File: src/rtl/f_run_monitor_pkg.sv
// ---------------------------------------------------------------------------
// f_mon_pkg
//   Shared definitions for the F run monitor:
//   - run_state_e : run-detection FSM states (LOW, RUN, HIT)
//   - DEF_CNT_W   : default counter / snapshot width
//   - DEF_RUN_LEN : default number of consecutive highs that qualify a run
//   - sat_inc()   : saturating increment against a caller-supplied ceiling
// ---------------------------------------------------------------------------
package f_mon_pkg;

    localparam int unsigned DEF_CNT_W   = 8;
    localparam int unsigned DEF_RUN_LEN = 3;

    typedef enum logic [1:0] {
        LOW = 2'd0,
        RUN = 2'd1,
        HIT = 2'd2
    } run_state_e;

    // Increment v by one unless it has already reached max.
    function automatic logic [31:0] sat_inc(input logic [31:0] v, input logic [31:0] max);
        return (v >= max) ? max : v + 32'd1;
    endfunction

endpackage

File: src/rtl/f_run_monitor_if.sv
// ---------------------------------------------------------------------------
// f_run_monitor_if
//   Bundles the F sample input, control inputs and the snapshot handshake of
//   f_run_monitor.
//   master : drives F, clear, snap_req, snap_ack; observes the outputs
//   slave  : the monitor itself
//   Signals: F, clear, snap_req, snap_ack, rise, run_det, snap_valid,
//            snap_edges[CNT_W], snap_runs[CNT_W]
// ---------------------------------------------------------------------------
interface f_run_monitor_if
    import f_mon_pkg::*;
#(
    parameter int unsigned CNT_W = DEF_CNT_W
) ();

    logic             F;
    logic             clear;
    logic             snap_req;
    logic             snap_ack;
    logic             rise;
    logic             run_det;
    logic             snap_valid;
    logic [CNT_W-1:0] snap_edges;
    logic [CNT_W-1:0] snap_runs;

    modport master (
        output F, clear, snap_req, snap_ack,
        input  rise, run_det, snap_valid, snap_edges, snap_runs
    );

    modport slave (
        input  F, clear, snap_req, snap_ack,
        output rise, run_det, snap_valid, snap_edges, snap_runs
    );

endinterface

File: src/rtl/f_run_monitor_sat_counter.sv
// ---------------------------------------------------------------------------
// f_sat_counter
//   Saturating up-counter with synchronous clear (clear beats increment).
//   clk   : clock
//   rst_n : asynchronous active-low reset
//   inc   : count up by one this cycle (held at all-ones)
//   clr   : synchronous clear to zero
//   q     : current count
// ---------------------------------------------------------------------------
module f_sat_counter
    import f_mon_pkg::*;
#(
    parameter int unsigned CNT_W = DEF_CNT_W
) (
    input  logic             clk,
    input  logic             rst_n,
    input  logic             inc,
    input  logic             clr,
    output logic [CNT_W-1:0] q
);

    localparam logic [CNT_W-1:0] CntMax = '1;

    logic [CNT_W-1:0] q_q, q_d;

    always_comb begin
        q_d = q_q;
        if (clr) begin
            q_d = '0;
        end else if (inc) begin
            q_d = CNT_W'(sat_inc(32'(q_q), 32'(CntMax)));
        end
    end

    always_ff @(posedge clk or negedge rst_n) begin
        if (!rst_n) begin
            q_q <= '0;
        end else begin
            q_q <= q_d;
        end
    end

    assign q = q_q;

endmodule

File: src/rtl/f_run_monitor.sv
// ---------------------------------------------------------------------------
// f_run_monitor
//   Registered consumer of the combinational F output. Flags each rising edge
//   of F, detects runs of at least RUN_LEN consecutive high samples, counts
//   edges and qualified runs in saturating counters and exports both counts
//   through a req/ack snapshot handshake.
//   Clock   : clock, all state updates on posedge
//   reset_b : asynchronous active-low reset
//   bus     : f_run_monitor_if.slave
//             in  F, clear, snap_req, snap_ack
//             out rise, run_det, snap_valid, snap_edges, snap_runs
// ---------------------------------------------------------------------------
module f_run_monitor
    import f_mon_pkg::*;
#(
    parameter int unsigned CNT_W   = DEF_CNT_W,
    parameter int unsigned RUN_LEN = DEF_RUN_LEN
) (
    input  logic           Clock,
    input  logic           reset_b,
    f_run_monitor_if.slave bus
);

    localparam int unsigned     LenW     = $clog2(RUN_LEN + 1);
    localparam logic [LenW-1:0] RunLenL  = LenW'(RUN_LEN);
    localparam logic [LenW-1:0] RunLenM1 = LenW'(RUN_LEN - 1);

    // Sample stage
    logic f_q;
    logic rise_q;
    logic edge_inc;

    // Run FSM
    run_state_e      state_q;
    logic [LenW-1:0] run_len_q;
    logic            run_det_q;
    logic            run_inc;

    // Counters and snapshot
    logic [CNT_W-1:0] edge_cnt;
    logic [CNT_W-1:0] run_cnt;
    logic             snap_valid_q;
    logic [CNT_W-1:0] snap_edges_q;
    logic [CNT_W-1:0] snap_runs_q;

    // clear deliberately leaves the sample stage alone so a clear while F is
    // high never produces a spurious edge afterwards.
    assign edge_inc = bus.F & ~f_q;

    always_ff @(posedge Clock or negedge reset_b) begin
        if (!reset_b) begin
            f_q    <= 1'b0;
            rise_q <= 1'b0;
        end else begin
            f_q    <= bus.F;
            rise_q <= edge_inc;
        end
    end

    // The RUN_LEN-th consecutive high is the one that moves RUN into HIT;
    // that transition alone counts the run.
    assign run_inc = (state_q == RUN) && bus.F && (run_len_q == RunLenM1);

    always_ff @(posedge Clock or negedge reset_b) begin
        if (!reset_b) begin
            state_q   <= LOW;
            run_len_q <= '0;
            run_det_q <= 1'b0;
        end else if (bus.clear) begin
            state_q   <= LOW;
            run_len_q <= '0;
            run_det_q <= 1'b0;
        end else begin
            unique case (state_q)
                LOW: begin
                    if (bus.F) begin
                        state_q   <= RUN;
                        run_len_q <= LenW'(1);
                    end
                end
                RUN: begin
                    if (!bus.F) begin
                        state_q   <= LOW;
                        run_len_q <= '0;
                    end else if (run_len_q == RunLenM1) begin
                        state_q   <= HIT;
                        run_len_q <= RunLenL;
                        run_det_q <= 1'b1;
                    end else begin
                        run_len_q <= run_len_q + 1'b1;
                    end
                end
                HIT: begin
                    // run_len stays parked at RUN_LEN however long F stays high
                    if (!bus.F) begin
                        state_q   <= LOW;
                        run_len_q <= '0;
                        run_det_q <= 1'b0;
                    end
                end
                default: begin
                    state_q   <= LOW;
                    run_len_q <= '0;
                    run_det_q <= 1'b0;
                end
            endcase
        end
    end

    f_sat_counter #(
        .CNT_W (CNT_W)
    ) u_edge_cnt (
        .clk   (Clock),
        .rst_n (reset_b),
        .inc   (edge_inc),
        .clr   (bus.clear),
        .q     (edge_cnt)
    );

    f_sat_counter #(
        .CNT_W (CNT_W)
    ) u_run_cnt (
        .clk   (Clock),
        .rst_n (reset_b),
        .inc   (run_inc),
        .clr   (bus.clear),
        .q     (run_cnt)
    );

    // Capture takes the counter values before this edge's update. A request
    // arriving while a snapshot is pending is dropped, including one that
    // coincides with the ack. clear never touches the snapshot.
    always_ff @(posedge Clock or negedge reset_b) begin
        if (!reset_b) begin
            snap_valid_q <= 1'b0;
            snap_edges_q <= '0;
            snap_runs_q  <= '0;
        end else if (!snap_valid_q) begin
            if (bus.snap_req) begin
                snap_valid_q <= 1'b1;
                snap_edges_q <= edge_cnt;
                snap_runs_q  <= run_cnt;
            end
        end else if (bus.snap_ack) begin
            snap_valid_q <= 1'b0;
        end
    end

    assign bus.rise       = rise_q;
    assign bus.run_det    = run_det_q;
    assign bus.snap_valid = snap_valid_q;
    assign bus.snap_edges = snap_edges_q;
    assign bus.snap_runs  = snap_runs_q;

endmodule

File: src/flat_wrapper.sv
// flat-port wrapper written by rule: the top's interface ports become plain ports
module f_run_monitor_flat import f_mon_pkg::*;
#(
    parameter int unsigned CNT_W   = DEF_CNT_W,
    parameter int unsigned RUN_LEN = DEF_RUN_LEN
)
  (Clock, reset_b, bus_F, bus_clear, bus_snap_req, bus_snap_ack, bus_rise, bus_run_det, bus_snap_valid, bus_snap_edges, bus_snap_runs);
  f_run_monitor_if #(.CNT_W(CNT_W)) bus_i ();
  input  logic Clock;
  input  logic reset_b;
  input wire logic [$bits(bus_i.F)-1:0] bus_F;
  input wire logic [$bits(bus_i.clear)-1:0] bus_clear;
  input wire logic [$bits(bus_i.snap_req)-1:0] bus_snap_req;
  input wire logic [$bits(bus_i.snap_ack)-1:0] bus_snap_ack;
  output wire logic [$bits(bus_i.rise)-1:0] bus_rise;
  output wire logic [$bits(bus_i.run_det)-1:0] bus_run_det;
  output wire logic [$bits(bus_i.snap_valid)-1:0] bus_snap_valid;
  output wire logic [$bits(bus_i.snap_edges)-1:0] bus_snap_edges;
  output wire logic [$bits(bus_i.snap_runs)-1:0] bus_snap_runs;
  assign bus_i.F = bus_F;
  assign bus_i.clear = bus_clear;
  assign bus_i.snap_req = bus_snap_req;
  assign bus_i.snap_ack = bus_snap_ack;
  assign bus_rise = bus_i.rise;
  assign bus_run_det = bus_i.run_det;
  assign bus_snap_valid = bus_i.snap_valid;
  assign bus_snap_edges = bus_i.snap_edges;
  assign bus_snap_runs = bus_i.snap_runs;
  f_run_monitor #(.CNT_W(CNT_W), .RUN_LEN(RUN_LEN)) u_core (.Clock(Clock), .reset_b(reset_b), .bus(bus_i));
endmodule
File: config.mk
export PLATFORM = sky130hd
export DESIGN_NAME = f_run_monitor_flat
export DESIGN_NICKNAME = d
export VERILOG_FILES = /design/src/rtl/f_run_monitor_pkg.sv /design/src/rtl/f_run_monitor_if.sv /design/src/rtl/f_run_monitor_sat_counter.sv /design/src/rtl/f_run_monitor.sv /design/src/flat_wrapper.sv
export SDC_FILE = /design/constraint.sdc
export NUM_CORES = 1
export LEC_CHECK = 0
export ABC_AREA = 1
export BUFFER_PORTS_ARGS = -buffer_cell sky130_fd_sc_hd__buf_2
export CELL_PAD_IN_SITES_DETAIL_PLACEMENT = 1
export CELL_PAD_IN_SITES_GLOBAL_PLACEMENT = 2
export CORE_MARGIN = 4
export CORE_UTILIZATION = 38
export CTS_BUF_LIST = sky130_fd_sc_hd__clkbuf_8
export CTS_CLUSTER_SIZE = 30
export DETAILED_ROUTE_END_ITERATION = 10
export GPL_TIMING_DRIVEN = 0
export PLACE_DENSITY = 0.93
export SLEW_MARGIN = 20
export SYNTH_ARGS = -nofsm -noshare
export SYNTH_HDL_FRONTEND = slang
export SYNTH_SLANG_ARGS = --single-unit
File: constraint.sdc
create_clock -name Clock -period 3.25 [get_ports Clock]
set_input_delay 0.65 -clock Clock [delete_from_list [all_inputs] [get_ports Clock]]
set_output_delay 0.65 -clock Clock [all_outputs]
set_load 0.1 [all_outputs]
* Word level (Yosys, flattened, before mapping)
Index checks and enable logic that the tools add are counted.
** Operators by class
- Magnitude comparators :: 2
- Multiply operators :: 0
- Mux-type cells :: 24
- Shifts and indexed selects :: 0
- Div/mod/pow operators :: 0
- Eq/ne operators :: 9
- Bitwise operators :: 3
- Reductions and logical operators :: 9
- Add/sub/neg operators :: 3
** Operators with widths (count)
- 8-bit 2-to-1 mux :: 6
- 8-bit by 1-bit adder with 8-bit output, second input constant :: 2
- 8-bit >= comparator, second input constant :: 2
- 2-bit 2-to-1 mux :: 8
- 3-bit != test, second input constant :: 4
- 2-bit case mux with 3 select lines :: 2
- 1-bit 2-to-1 mux :: 7
- 2-bit == test, second input constant :: 2
- 4-bit != test, second input constant :: 1
- 2-bit AND reduction :: 2
- 4-bit AND reduction :: 1
- 2-bit nonzero test :: 2
- 1-bit case mux with 3 select lines :: 1
- 3-bit AND reduction :: 1
- 2-bit by 1-bit adder with 2-bit output, second input constant :: 1
- 2-bit by 1-bit == test with 1-bit output, second input constant :: 1
- 1-bit logical AND :: 2
- 2-bit logical NOT :: 1
- 2-bit != test, second input constant :: 1
- 1-bit NOT :: 2
- 1-bit AND :: 1
** Storage, ports and cells
- Word-level logic and storage cells :: 60
- Input port bits :: 6
- Latch bits :: 0
- Register bits after elaboration :: 40
- Memory bits (read-only) :: 0
- Bits in writable memories :: 0
- Memories :: 0
- Output and inout bits :: 19

* Depth between registers and ports, before layout
Gate-level depths: netlist (run 1).
- Word-level depth :: 5
- Depth in mapped cells :: 8
- Gate-level depth less buffers :: 8

* By module
Synthesis (run 1) repeated with hierarchy kept, for this count alone.
** Second synthesis, totals
- Cells, all modules :: 259
- Area total of the unflattened synthesis :: 2029.4 um^2
** By module, submodules not included
- f_run_monitor :: times used 1, area each 1036.0 um^2, cells an instance 117
- f_sat_counter :: times used 2, area each 496.7 um^2, cells an instance 71

* Worst setup path after synthesis (run 1)
OpenSTA, ideal clock, no wires.
- Path type :: reg-to-reg
- From :: register u_core.snap_valid_q (netlist: u_core.bus.snap_valid)
- To :: register u_core.snap_edges_q[2] (netlist: u_core.bus.snap_edges[2])
- Clock period less this slack :: 1798 ps
- Setup time :: 126 ps
- Cell stages (with the launch flop) :: 5
- Slack :: 1452 ps
- Buffers on the path :: 1
- Arrival :: 1672 ps
- Cells stage by stage :: dfrtp_1 -> inv_1 -> nand2_1 -> buf_2 -> mux2_2
** Between the ends
- Word-level cells in the longest chain between the ends :: 2
** RTL lines
- from (decl) :: line f_run_monitor.sv:42 : logic snap_valid_q;
- from (signal assigned) :: line f_run_monitor.sv:135 : snap_valid_q <= 1'b0;
- from (signal assigned) :: line f_run_monitor.sv:140 : snap_valid_q <= 1'b1;
- from (signal assigned) :: line f_run_monitor.sv:145 : snap_valid_q <= 1'b0;
- 1-bit NOT (no source line)
- 2-bit AND reduction (no source line)
- to (signal assigned) :: line f_run_monitor.sv:141 : snap_edges_q <= edge_cnt;
- to (decl) :: line f_run_monitor.sv:43 : logic [CNT_W-1:0] snap_edges_q;
No other way between the ends.
A chain may end at the register's enable or synchronous reset.

* Worst setup path after layout (run 1)
- From :: register u_core.snap_edges_q[6] (netlist: u_core.bus.snap_edges[6])
- To :: output bus_snap_edges[6]
** RTL lines
- to (decl) :: line flat_wrapper.sv:18 : output wire logic [$bits(bus_i.snap_edges)-1:0] bus_snap_edges;
No word-level cell between the ends.

==> results of run 1 <==
-- placed cells by master, fill, tap and decap left out, types with 3 or more instances in the layout --
| cell type | n |
|---|---|
| sky130_fd_sc_hd__nand3_1 | 12 |
| sky130_fd_sc_hd__nor2_4 | 3 |
| sky130_fd_sc_hd__o21ai_2 | 3 |
| sky130_fd_sc_hd__nand3_2 | 3 |
| sky130_fd_sc_hd__clkbuf_8 | 5 |
| sky130_fd_sc_hd__nor2_1 | 13 |
| sky130_fd_sc_hd__inv_1 | 27 |
| sky130_fd_sc_hd__inv_2 | 4 |
| sky130_fd_sc_hd__nand2_1 | 78 |
| sky130_fd_sc_hd__dfrtp_1 | 40 |
| sky130_fd_sc_hd__ha_1 | 3 |
| sky130_fd_sc_hd__o21ai_0 | 28 |
| sky130_fd_sc_hd__buf_2 | 24 |
| sky130_fd_sc_hd__a21oi_1 | 3 |
-- worst paths after layout --
check	cells past startpoint	from	end
min in group Clock	2	u_core.bus.run_det	u_core.bus.run_det
min	1	reset_b	u_core.bus.snap_edges[1]
max reg2reg	6	u_core.u_edge_cnt.q[1]	u_core.u_edge_cnt.q[6]
max	1	u_core.bus.snap_edges[6]	bus_snap_edges[6]
max in group asynchronous	1	reset_b	u_core.bus.run_det
min reg2reg	2	u_core.bus.run_det	u_core.bus.run_det
-- flip-flops by register name, summed over array words and instances, names as in the netlist --
signal,cells
u_core.bus.rise,1
u_core.bus.run_det,1
u_core.bus.snap_edges,8
u_core.bus.snap_runs,8
u_core.bus.snap_valid,1
u_core.f_q,1
u_core.run_len_q,2
u_core.state_q,2
u_core.u_edge_cnt.q,8
u_core.u_run_cnt.q,8
-- cells in the mapped netlist, types with 3 or more instances --
cell / count
sky130_fd_sc_hd__a21oi_1: 3
sky130_fd_sc_hd__dfrtp_1: 40
sky130_fd_sc_hd__ha_1: 3
sky130_fd_sc_hd__inv_1: 27
sky130_fd_sc_hd__inv_2: 4
sky130_fd_sc_hd__nand2_1: 78
sky130_fd_sc_hd__nand3_1: 12
sky130_fd_sc_hd__nand3_2: 3
sky130_fd_sc_hd__nor2_1: 13
sky130_fd_sc_hd__nor2_4: 3
sky130_fd_sc_hd__o21ai_0: 28
sky130_fd_sc_hd__o21ai_2: 3
-- metrics by stage --
| stage | power, uW | hold slack, ps | setup WS [ps] | cell area, um2 |
|---|---|---|---|---|
| after floorplan | 602.7 | 354.4 | 1452 | 1983 |
| after global placement | 634.9 | 453.4 | 1688 | 2186 |
| after detailed placement | 636.6 | 464.6 | 1674 | 2186 |
| after CTS | 1053 | 483.1 | 1482 | 2297 |
| after global routing | 1085 | 510.5 | 1459 | 2297 |
| final | 1037 | 475.0 | 1487 | 2297 |
-- power breakdown --
part	total, uW	leakage (uW)	internal [uW]	switching (uW)
clock network	413	0.0000541	227	185
logic	113	0.000572	20.7	92.4
registers	511	0.000550	507	4.81
total	1040	0.00118	755	282
-- kinds of logic after synthesis --
| group | Yosys count | synth area share (%) |
|---|---|---|
| and+or+nand+nor | 120 | 29.02 |
| DFF | 40 | 50.47 |
| AOI/OAI and AO/OA | 38 | 10.60 |
| buffers and inverters | 35 | 6.877 |
| adders and majority gates | 3 | 1.893 |
| muxes | 2 | 1.136 |
-- layout make-up --
type                    count  area [um2]  area share (%)
clock inverters             3       42.54           1.852
repair buffers             23       115.1           5.011
inverters                  31       116.4           5.065
multi-input cells         163       845.8           36.82
clock buffers               5       68.82           2.996
plain buffers               4       20.02          0.8715
well taps                  70       87.58           3.813
flip-flops and latches     40        1001           43.57
-- metal layers --
metal	vias to the layer above	GRT usage, %	routed length [um]
met1	796	21.85	2167
met2	24	25.99	2177
met3	8	4.260	166
li1	819	-	-
met4	0	5.574	79
met5	-	0	0
==> results.md, run 1 <==
- Sink Count: 40
- Clock edge transition at the registers on the reported setup and hold paths: roughly 80 ps
- Number of endpoints with negative hold slack in the final report: 0
- Wire length of the first global-routing pass: 8.314 mm
- Floorplan die width: 80.24 um
- Highest achievable clock rate: roughly 570 MHz
- Worst EP required: between 2000 and 3000 ps
- Ratio of cells with drive above 1 in the final layout: 20.45%
- Total die area: 0.006438 mm2
- Cell chain of the critical path: buf_2
- Sum of net half-perimeters after detailed placement: 3.420 mm
- Number of buffers inserted for hold repair after clock tree synthesis: 0
- Total nets after synthesis: between 200 and 250
- Proportion of netlist area held by the largest area contributor: 50.47%
- Port bufs: 23
- Detailed Routing Iterations Pass 1: 4
- Post-CTS resize count: 0
- Type of the tightest min-delay check: in2async
- Via-to-Cell Ratio: 4.858
- Number of antenna diodes: 0
- Number of standard-cell rows in the floorplan: 26
- Number of buffers inserted during clock tree synthesis: 5
- Worst slew margin relative to its limit: 40.21%
- Worst setup SP type: register
- Area growth from synthesis to layout: 15.84%
- Weighted congestion reported at the end of routability-driven placement: 0.7801
- Count of filler cells inserted in the layout: 647
- Nets: approximately 280
- Synth Cell Area: 0.001983 mm2
- Areal power density over the cells: 451.5 mW/mm2
- Cells after synthesis: around 240
- Post-layout minimum cycle time: about 1800 ps
- Non-filler cells in the finished layout: 339
- CTS tree: yes
- Kind of cell with the highest combined delay on the critical path: buffers and inverters
- DRC violation count after routing: 0
- Standard cell core area: 0.005075 mm2
- Root Driver: sky130_fd_sc_hd__clkbuf_8
- Post-CTS setup repair buffer count: 0
- Internal reg-to-reg setup slack: 1950 ps
- Number of storage elements in the synthesis netlist: 40
- Average routed wire per standard cell: roughly 14 um
- Final worst-path cycle share: 54.24%
- Number of buffers on the longest clock path: 2
- Cell type with the largest total area after synthesis: sky130_fd_sc_hd__dfrtp_1
- Total number of H-tree levels: 2
- Number of different library cells in the post-synthesis netlist: 26
- Maximum fanout encountered on the critical timing path: 2
- Number of maximum-capacitance violations: 0
- Remaining antenna violation count after routing: 0
- Sum of negative setup slack: 0 ps
- Slew Limit Fails: 0
- Instance count after placement with tap cells included: between 300 and 400
- Part of the Yosys area used for sequential elements: 50.47%
- Iter 0 DRT Violations: 59
- Result of the run: finished, final reports clean
- Vias in the first global route: about 1700
- Vertical extent of the die: 80.24 um
- Aggregate routed wire length: 4.591 mm
- Final design utilization: 45.27%
- Kind of capture point of the worst setup path: output port
- Total track usage: approximately 16%
- Final setup fails: 0
- Routed via count: 1647
- Maximum number of pins on one net before global-route repair: 41
- Cell with the largest stage delay on the worst path: sky130_fd_sc_hd__buf_2
- Dominant cells by area after synthesis: sky130_fd_sc_hd__dfrtp_1, sky130_fd_sc_hd__nand2_1, sky130_fd_sc_hd__o21ai_0
- Pleak: 0.001176 uW
- IO Count: 25
- Total of warnings raised by yosys: 0
- Combined buffer and inverter count along the critical path: 1
- Slew of the pin with the lowest slew margin: 896.9 ps
- Clock latency on the worst-skew pair: around 300 ps
- Initial antenna violation count: 0
- Fraction of registers with async set or reset after synthesis: between 90% and 100%
- Count of flip-flops with a built-in enable after synthesis: 0
- GRT overflow: 0
- Setup repair after global routing missed its margin: no
- Delay of the slowest cell on the worst path: 440 ps
- Type of the setup path with the least slack: reg2out
- Most instantiated flip-flop cell in the synthesis netlist: sky130_fd_sc_hd__dfrtp_1
- Avg Synthesized Cell Area: 8.333 um2
- Clock Skews: 7.522 ps
- Maximum resistive drop on vdd: 0.2742 mV
- Arrival time reported for the critical path endpoint: 1110 ps
- Starting density of the core: about two fifths
(Power assumes the default switching activity.)
==> run 2, diff against run 1 <==
CORE_UTILIZATION = 32   (was 38)
PLACE_DENSITY = 0.84   (was 0.93)
clock period = 1.5 ns   (was 3.25 ns; I/O delays follow)
==> run 2 against run 1 <==
Effect of this change: final cell count up 1.5%; sequential power up 120%; routed wire length up 0.28%; worst setup slack worse by 1400 ps; non-clock buffer count unchanged; count of clock-buffer cells in the layout up 1; critical path type unchanged.
==> results.md, run 2 (synthesis gave the netlist of run 1 again) <==
- Delay of the slowest cell on the worst path: 420 ps (was 440 ps)
- Slew of the pin with the lowest slew margin: 911.2 ps (was 896.9 ps)
- Total die area: 0.007521 mm2 (was 0.006438 mm2)
- Initial antenna violation count: 0 (unchanged)
- Number of maximum-capacitance violations: 0 (unchanged)
- Number of buffers on the longest clock path: 2 (unchanged)
- Areal power density over the cells: 917.0 mW/mm2 (was 451.5 mW/mm2)
- Arrival time reported for the critical path endpoint: 1110 ps (about the same)
- CTS tree: yes (unchanged)
- Origin of the critical flop-to-flop path: u_core.u_run_cnt.q[0] (was u_core.u_edge_cnt.q[1])
- Count of filler cells inserted in the layout: 774 (was 647)
- DRC violation count after routing: 0 (unchanged)
- Maximum fanout encountered on the critical timing path: 2 (unchanged)
- Total routed wire length on the met1 layer: 2.275 mm (was 2.167 mm)
- Remaining antenna violation count after routing: 0 (unchanged)
- Vertical extent of the die: 86.73 um (was 80.24 um)
- Standard cell core area: 0.005956 mm2 (was 0.005075 mm2)
- Worst EP required: 1200 ps (was 2600 ps)
- Vias in the first global route: 1748 (was 1744)
- Worst hold slack: 138.0 ps (was 475.0 ps)
- Kind of capture point of the worst setup path: output port (unchanged)
- Weighted congestion reported at the end of routability-driven placement: 0.7193 (was 0.7801)
- Final worst-path cycle share: 94.13%
- Port bufs: 23 (unchanged)
- Root Driver: sky130_fd_sc_hd__clkbuf_8 (unchanged)
- Placement Cell Area: 0.002196 mm2 (was 0.002186 mm2)
- Total number of H-tree levels: 2 (unchanged)
- Detailed Routing Iterations Pass 1: 4 (unchanged)
- Ratio of cells with drive above 1 in the final layout: 20.07% (was 20.45%)
- Post-CTS setup repair buffer count: 0 (unchanged)
- Total track usage: 13.93% (was 16.46%)
- Sequential cell area: 0.001005 mm2 (was 0.001001 mm2)
- Clock latency on the worst-skew pair: 290 ps (was 300 ps)
- Setup repair after global routing missed its margin: no (unchanged)
- Number of buffers inserted for hold repair after clock tree synthesis: 0 (unchanged)
- Critical Path Source: u_core.bus.snap_valid (was u_core.bus.snap_edges[6])
- GRT overflow: 0 (unchanged)
- Number of buffers inserted during clock tree synthesis: 5 (unchanged)
- Sum of negative setup slack: 0 ps (unchanged)
- Clock edge transition at the registers on the reported setup and hold paths: 80 ps (about the same)
- Routed via count: 1619 (was 1647)
- Number of standard-cell rows in the floorplan: 28 (was 26)
- Met2 WL post-DR: 2.171 mm (was 2.177 mm)
- Sum of net half-perimeters after detailed placement: 3.449 mm (was 3.420 mm)
- Sink Count: 40 (unchanged)
- Clock Skews: 5.925 ps (was 7.522 ps)
- Most frequent cells in the layout: sky130_fd_sc_hd__nand2_1, sky130_fd_sc_hd__dfrtp_1, sky130_fd_sc_hd__inv_1 (was sky130_fd_sc_hd__nand2_1, sky130_fd_sc_hd__dfrtp_1, sky130_fd_sc_hd__o21ai_0)
- Nets: 277 (unchanged)
- Worst slew margin relative to its limit: 39.25% (was 40.21%)
- Maximum resistive drop on vdd: 0.3882 mV (was 0.2742 mV)
- Type of the tightest min-delay check: in2async (unchanged)
- Result of the run: finished, final reports clean (unchanged)
- Area growth from synthesis to layout: 15.27% (was 15.84%)
- Iter 0 DRT Violations: 48 (was 59)
- Aggregate routed wire length: 4.604 mm (was 4.591 mm)
- Commonest non-fill, non-tap cell in the layout: sky130_fd_sc_hd__nand2_1 (unchanged)
- Average routed wire per standard cell: 13.38 um (was 13.54 um)
- Type of the setup path with the least slack: reg2out (unchanged)
- Multi-input logic area: 845.8 um2 (unchanged)
- Met3 WL: 119 um (was 166 um)
- Highest achievable clock rate: 708.2 MHz
- Number of endpoints with negative hold slack in the final report: 0 (unchanged)
- Floorplan die width: 86.73 um (was 80.24 um)
- Final setup fails: 0 (unchanged)
- Top metal layer carrying routed signals: met4 (unchanged)
- Post-CTS resize count: 0 (unchanged)
- Slew Limit Fails: 0 (unchanged)
- Pleak: 0.001174 uW (was 0.001176 uW)
- Worst setup SP type: register (unchanged)
- Maximum number of pins on one net before global-route repair: 41 (unchanged)
- Post-layout minimum cycle time: 1412 ps
- Combined buffer and inverter count along the critical path: 1 (unchanged)
- Kind of cell with the highest combined delay on the critical path: buffers and inverters (unchanged)
- Cell chain of the critical path: buf_2 (unchanged)
- IO Count: 25 (unchanged)
- Starting density of the core: 33.30% (was 39.08%)
- Cell with the largest stage delay on the worst path: sky130_fd_sc_hd__buf_2 (unchanged)
- Number of antenna diodes: 0 (unchanged)
- Wire length of the first global-routing pass: 8.273 mm (was 8.314 mm)
- Via-to-Cell Ratio: 4.706 (was 4.858)
- Final cell area excluding filler cells: 0.002286 mm2 (was 0.002297 mm2)
==> run 2: cell type report <==
| class | instances | area share [%] |
|---|---|---|
| buffer | 4 | 0.8758 |
| clock buffer | 6 | 3.612 |
| sequential | 40 | 43.95 |
| multi-input combinational | 163 | 37.00 |
| tap | 75 | 4.105 |
| timing repair buffer | 23 | 5.036 |
| clock inverter | 2 | 0.3284 |
| inverter | 31 | 5.090 |
==> run 2: path summary, 6_finish.rpt <==
kind / endpoint / slack (ps) / depth (start not counted)
setup / recovery: bus_snap_valid / 90 / 1
hold / removal: u_core.run_len_q[1] / 140 / 1
setup reg to reg: u_core.u_run_cnt.q[3] / 220 / 7
hold reg to reg: u_core.bus.run_det / 480 / 2
max in group asynchronous: u_core.bus.snap_valid / 690 / 1
min in group Clock: u_core.bus.snap_valid / 190 / 2
==> run 2: metrics by stage <==
step                worst slack, ps  power (uW)  std cells  utilization (%)
global route                  57.32        2210        344            38.38
global placement              205.5        1383        336            36.87
CTS                           75.84        2140        344            38.38
detailed placement            218.9        1385        336            36.87
finish                        88.00        2096        344            38.38
floorplan                     69.22        1309        238                -
==> run 2: layer usage <==
layer | vias up | track usage [%]
met5 | - | 0
li1 | 818 | -
met4 | 0 | 4.249
met3 | 2 | 2.852
met2 | 21 | 22.18
met1 | 778 | 19.04
==> run 2: report_power, final <==
group | internal, uW | total (uW) | switching [uW]
registers | 1100 | 1110 | 10.6
logic | 44.7 | 245 | 200
clock network | 362 | 740 | 378
total | 1510 | 2100 | 589
==> run 3, diff against run 2 <==
CORE_UTILIZATION = 38   (was 32)
PLACE_DENSITY = 0.93   (was 0.84)
clock period = 1.75 ns   (was 1.5 ns; I/O delays follow)
==> run 3 against run 2 <==
Effect of this change: flip-flop and latch count did not move; critical path type unchanged; register-to-register slack improved by 230 ps; sequential share of layout area rose by 0.16 points; clock power fell by 20%; worst hold slack improved by 36 ps; sequential power fell by 14%; total power fell by 16%; non-clock buffer count did not move.
==> results.md, run 3 (synthesis gave the netlist of run 1 again) <==
- Result of the run: finished, final reports clean (unchanged)
- Root Driver: sky130_fd_sc_hd__clkbuf_8 (unchanged)
- Commonest non-fill, non-tap cell in the layout: sky130_fd_sc_hd__nand2_1 (unchanged)
- Instance count after placement with tap cells included: 331 (was 336)
- Non-filler cells in the finished layout: 339 (was 344)
- GRT overflow: 0 (unchanged)
- Final worst-path cycle share: ~83%
- Setup repair after global routing missed its margin: no (unchanged)
- Number of buffers inserted for hold repair after clock tree synthesis: 0 (unchanged)
- IO Count: 25 (unchanged)
- DRC violation count after routing: 0 (unchanged)
- Sum of negative setup slack: 0 ps (unchanged)
- Standard cell core area: 0.005075 mm2 (was 0.005956 mm2)
- Area growth from synthesis to layout: 14.57% (was 15.27%)
- Aggregate routed wire length: 4.413 mm (was 4.604 mm)
- Sum of net half-perimeters after detailed placement: 3.356 mm (was 3.449 mm)
- Multi-input logic area: 845.8 um2 (unchanged)
- Post-CTS resize count: 0 (unchanged)
- Maximum fanout encountered on the critical timing path: 2 (unchanged)
- Total die area: 0.006438 mm2 (was 0.007521 mm2)
- Vias in the first global route: 1651 (was 1748)
- Sw Share: 28.50% (was 28.09%)
- Total number of H-tree levels: 2 (unchanged)
- Highest achievable clock rate: 688.6 MHz
- Worst setup SP type: register (unchanged)
- Areal power density over the cells: 771.2 mW/mm2 (was 917.0 mW/mm2)
- Initial antenna violation count: 0 (unchanged)
- Maximum resistive drop on vdd: 0.3209 mV (was 0.3882 mV)
- Slew Limit Fails: 0 (unchanged)
- Number of antenna diodes: 0 (unchanged)
- Clock latency on the worst-skew pair: 290 ps (about the same)
- Weighted congestion reported at the end of routability-driven placement: 0.7445 (was 0.7193)
- Clock Skews: 8.477 ps (was 5.925 ps)
- Nets: 277 (unchanged)
- Average routed wire per standard cell: 13.02 um (was 13.38 um)
- Clock edge transition at the registers on the reported setup and hold paths: 80 ps (about the same)
- Cell chain of the critical path: buf_2 (unchanged)
- Slew of the pin with the lowest slew margin: 888.0 ps (was 911.2 ps)
- Power share of the combinational group: 11.9% (was 11.7%)
- Number of buffers on the longest clock path: 2 (unchanged)
- Most frequent cells in the layout: sky130_fd_sc_hd__nand2_1, sky130_fd_sc_hd__dfrtp_1, sky130_fd_sc_hd__inv_1, sky130_fd_sc_hd__o21ai_0, sky130_fd_sc_hd__buf_2 (was sky130_fd_sc_hd__nand2_1, sky130_fd_sc_hd__dfrtp_1, sky130_fd_sc_hd__inv_1)
- Count of filler cells inserted in the layout: 655 (was 774)
- Post-layout minimum cycle time: roughly 1500 ps
- Delay of the slowest cell on the worst path: 440 ps (was 420 ps)
- Vertical extent of the die: 80.24 um (was 86.73 um)
- Port bufs: 23 (unchanged)
- Number of maximum-capacitance violations: 0 (unchanged)
- Arrival time reported for the critical path endpoint: 1100 ps (was 1110 ps)
- Type of the setup path with the least slack: reg2out (unchanged)
- Number of buffers inserted during clock tree synthesis: 5 (unchanged)
- Cell with the largest stage delay on the worst path: sky130_fd_sc_hd__buf_2 (unchanged)
- Post-CTS setup repair buffer count: 0 (unchanged)
- Floorplan die width: 80.24 um (was 86.73 um)
- Via-to-Cell Ratio: 4.802 (was 4.706)
- Pleak: 0.001166 uW (was 0.001174 uW)
- CTS tree: yes (unchanged)
- Total track usage: 15.91% (was 13.93%)
- Routed via count: 1628 (was 1619)
- Internal: 1253 uW (was 1507 uW)
- Fraction of power consumed by the clock network: 33.7% (was 35.3%)
- Detailed Routing Iterations Pass 1: 4 (unchanged)
- Combined buffer and inverter count along the critical path: 1 (unchanged)
- Worst EP required: 1400 ps (was 1200 ps)
- Type of the tightest min-delay check: in2async (unchanged)
- Wire length of the first global-routing pass: 8.004 mm (was 8.273 mm)
- Maximum number of pins on one net before global-route repair: 41 (unchanged)
- Kind of capture point of the worst setup path: output port (unchanged)
- Iter 0 DRT Violations: 54 (was 48)
- Number of standard-cell rows in the floorplan: 26 (was 28)
- Number of endpoints with negative hold slack in the final report: 0 (unchanged)
- Worst slew margin relative to its limit: 40.80% (was 39.25%)
- Sequential cell area: 0.001002 mm2 (was 0.001005 mm2)
- Sink Count: 40 (unchanged)
- Starting density of the core: 39.08% (was 33.30%)
- Final setup fails: 0 (unchanged)
- Ratio of cells with drive above 1 in the final layout: 20.45% (was 20.07%)
- Remaining antenna violation count after routing: 0 (unchanged)
- Kind of cell with the highest combined delay on the critical path: buffers and inverters (unchanged)
- Part of the power in registers: 54.3% (was 53.0%)
- Total net switching power: 499.4 uW (was 588.8 uW)
run 3: final cells by class:
cell class              count  share of cell area (%)
plain buffers               4                  0.8811
clock buffers               5                   3.029
clock inverters             3                  0.7159
inverters                  31                   5.121
multi-input cells         163                   37.22
flip-flops and latches     40                   44.11
well taps                  70                   3.855
repair buffers             23                   5.066
run 3: final timing paths:
check	startpoint	endpoint	slack, ps	cells after the start
min	reset_b	u_core.bus.snap_edges[0]	170	1
min in group Clock	bus_snap_ack	u_core.bus.snap_valid	230	2
max reg2reg	u_core.u_edge_cnt.q[1]	u_core.u_edge_cnt.q[3]	450	7
max	u_core.bus.snap_edges[0]	bus_snap_edges[0]	300	1
max in group asynchronous	reset_b	u_core.bus.snap_valid	980	1
min reg2reg	u_core.bus.run_det	u_core.bus.run_det	480	2
run 3: stage by stage:
step,setup WS (ps),utilization (%),hold WS [ps],area [um2],power [uW]
global route,249.5,44.77,234.9,2272,1853
detailed placement,464.7,43.10,466.5,2187,1183
global placement,489.6,43.10,455.8,2187,1179
finish,297.8,44.77,174.5,2272,1752
CTS,280.9,44.77,208.0,2272,1790
floorplan,231.0,-,54.41,1984,1120
run 3: per-layer routing:
layer / up-vias / global-route usage [%] / wire length [um]
li1: 818 / - / -
met1: 783 / 21.34 / 2181
met2: 21 / 25.33 / 2047
met3: 6 / 3.700 / 125
met4: 0 / 5.068 / 59
met5: - / 0 / 0
run 3: power by group through the flow:
stage | sequential (uW) | combinational [uW] | clock (uW)
after floorplan | 1040 | 79.6 | 0
after global placement | 968 | 211 | 0
after detailed placement | 970 | 213 | 0
after CTS | 952 | 213 | 624
after global routing | 954 | 231 | 667
final | 952 | 209 | 591
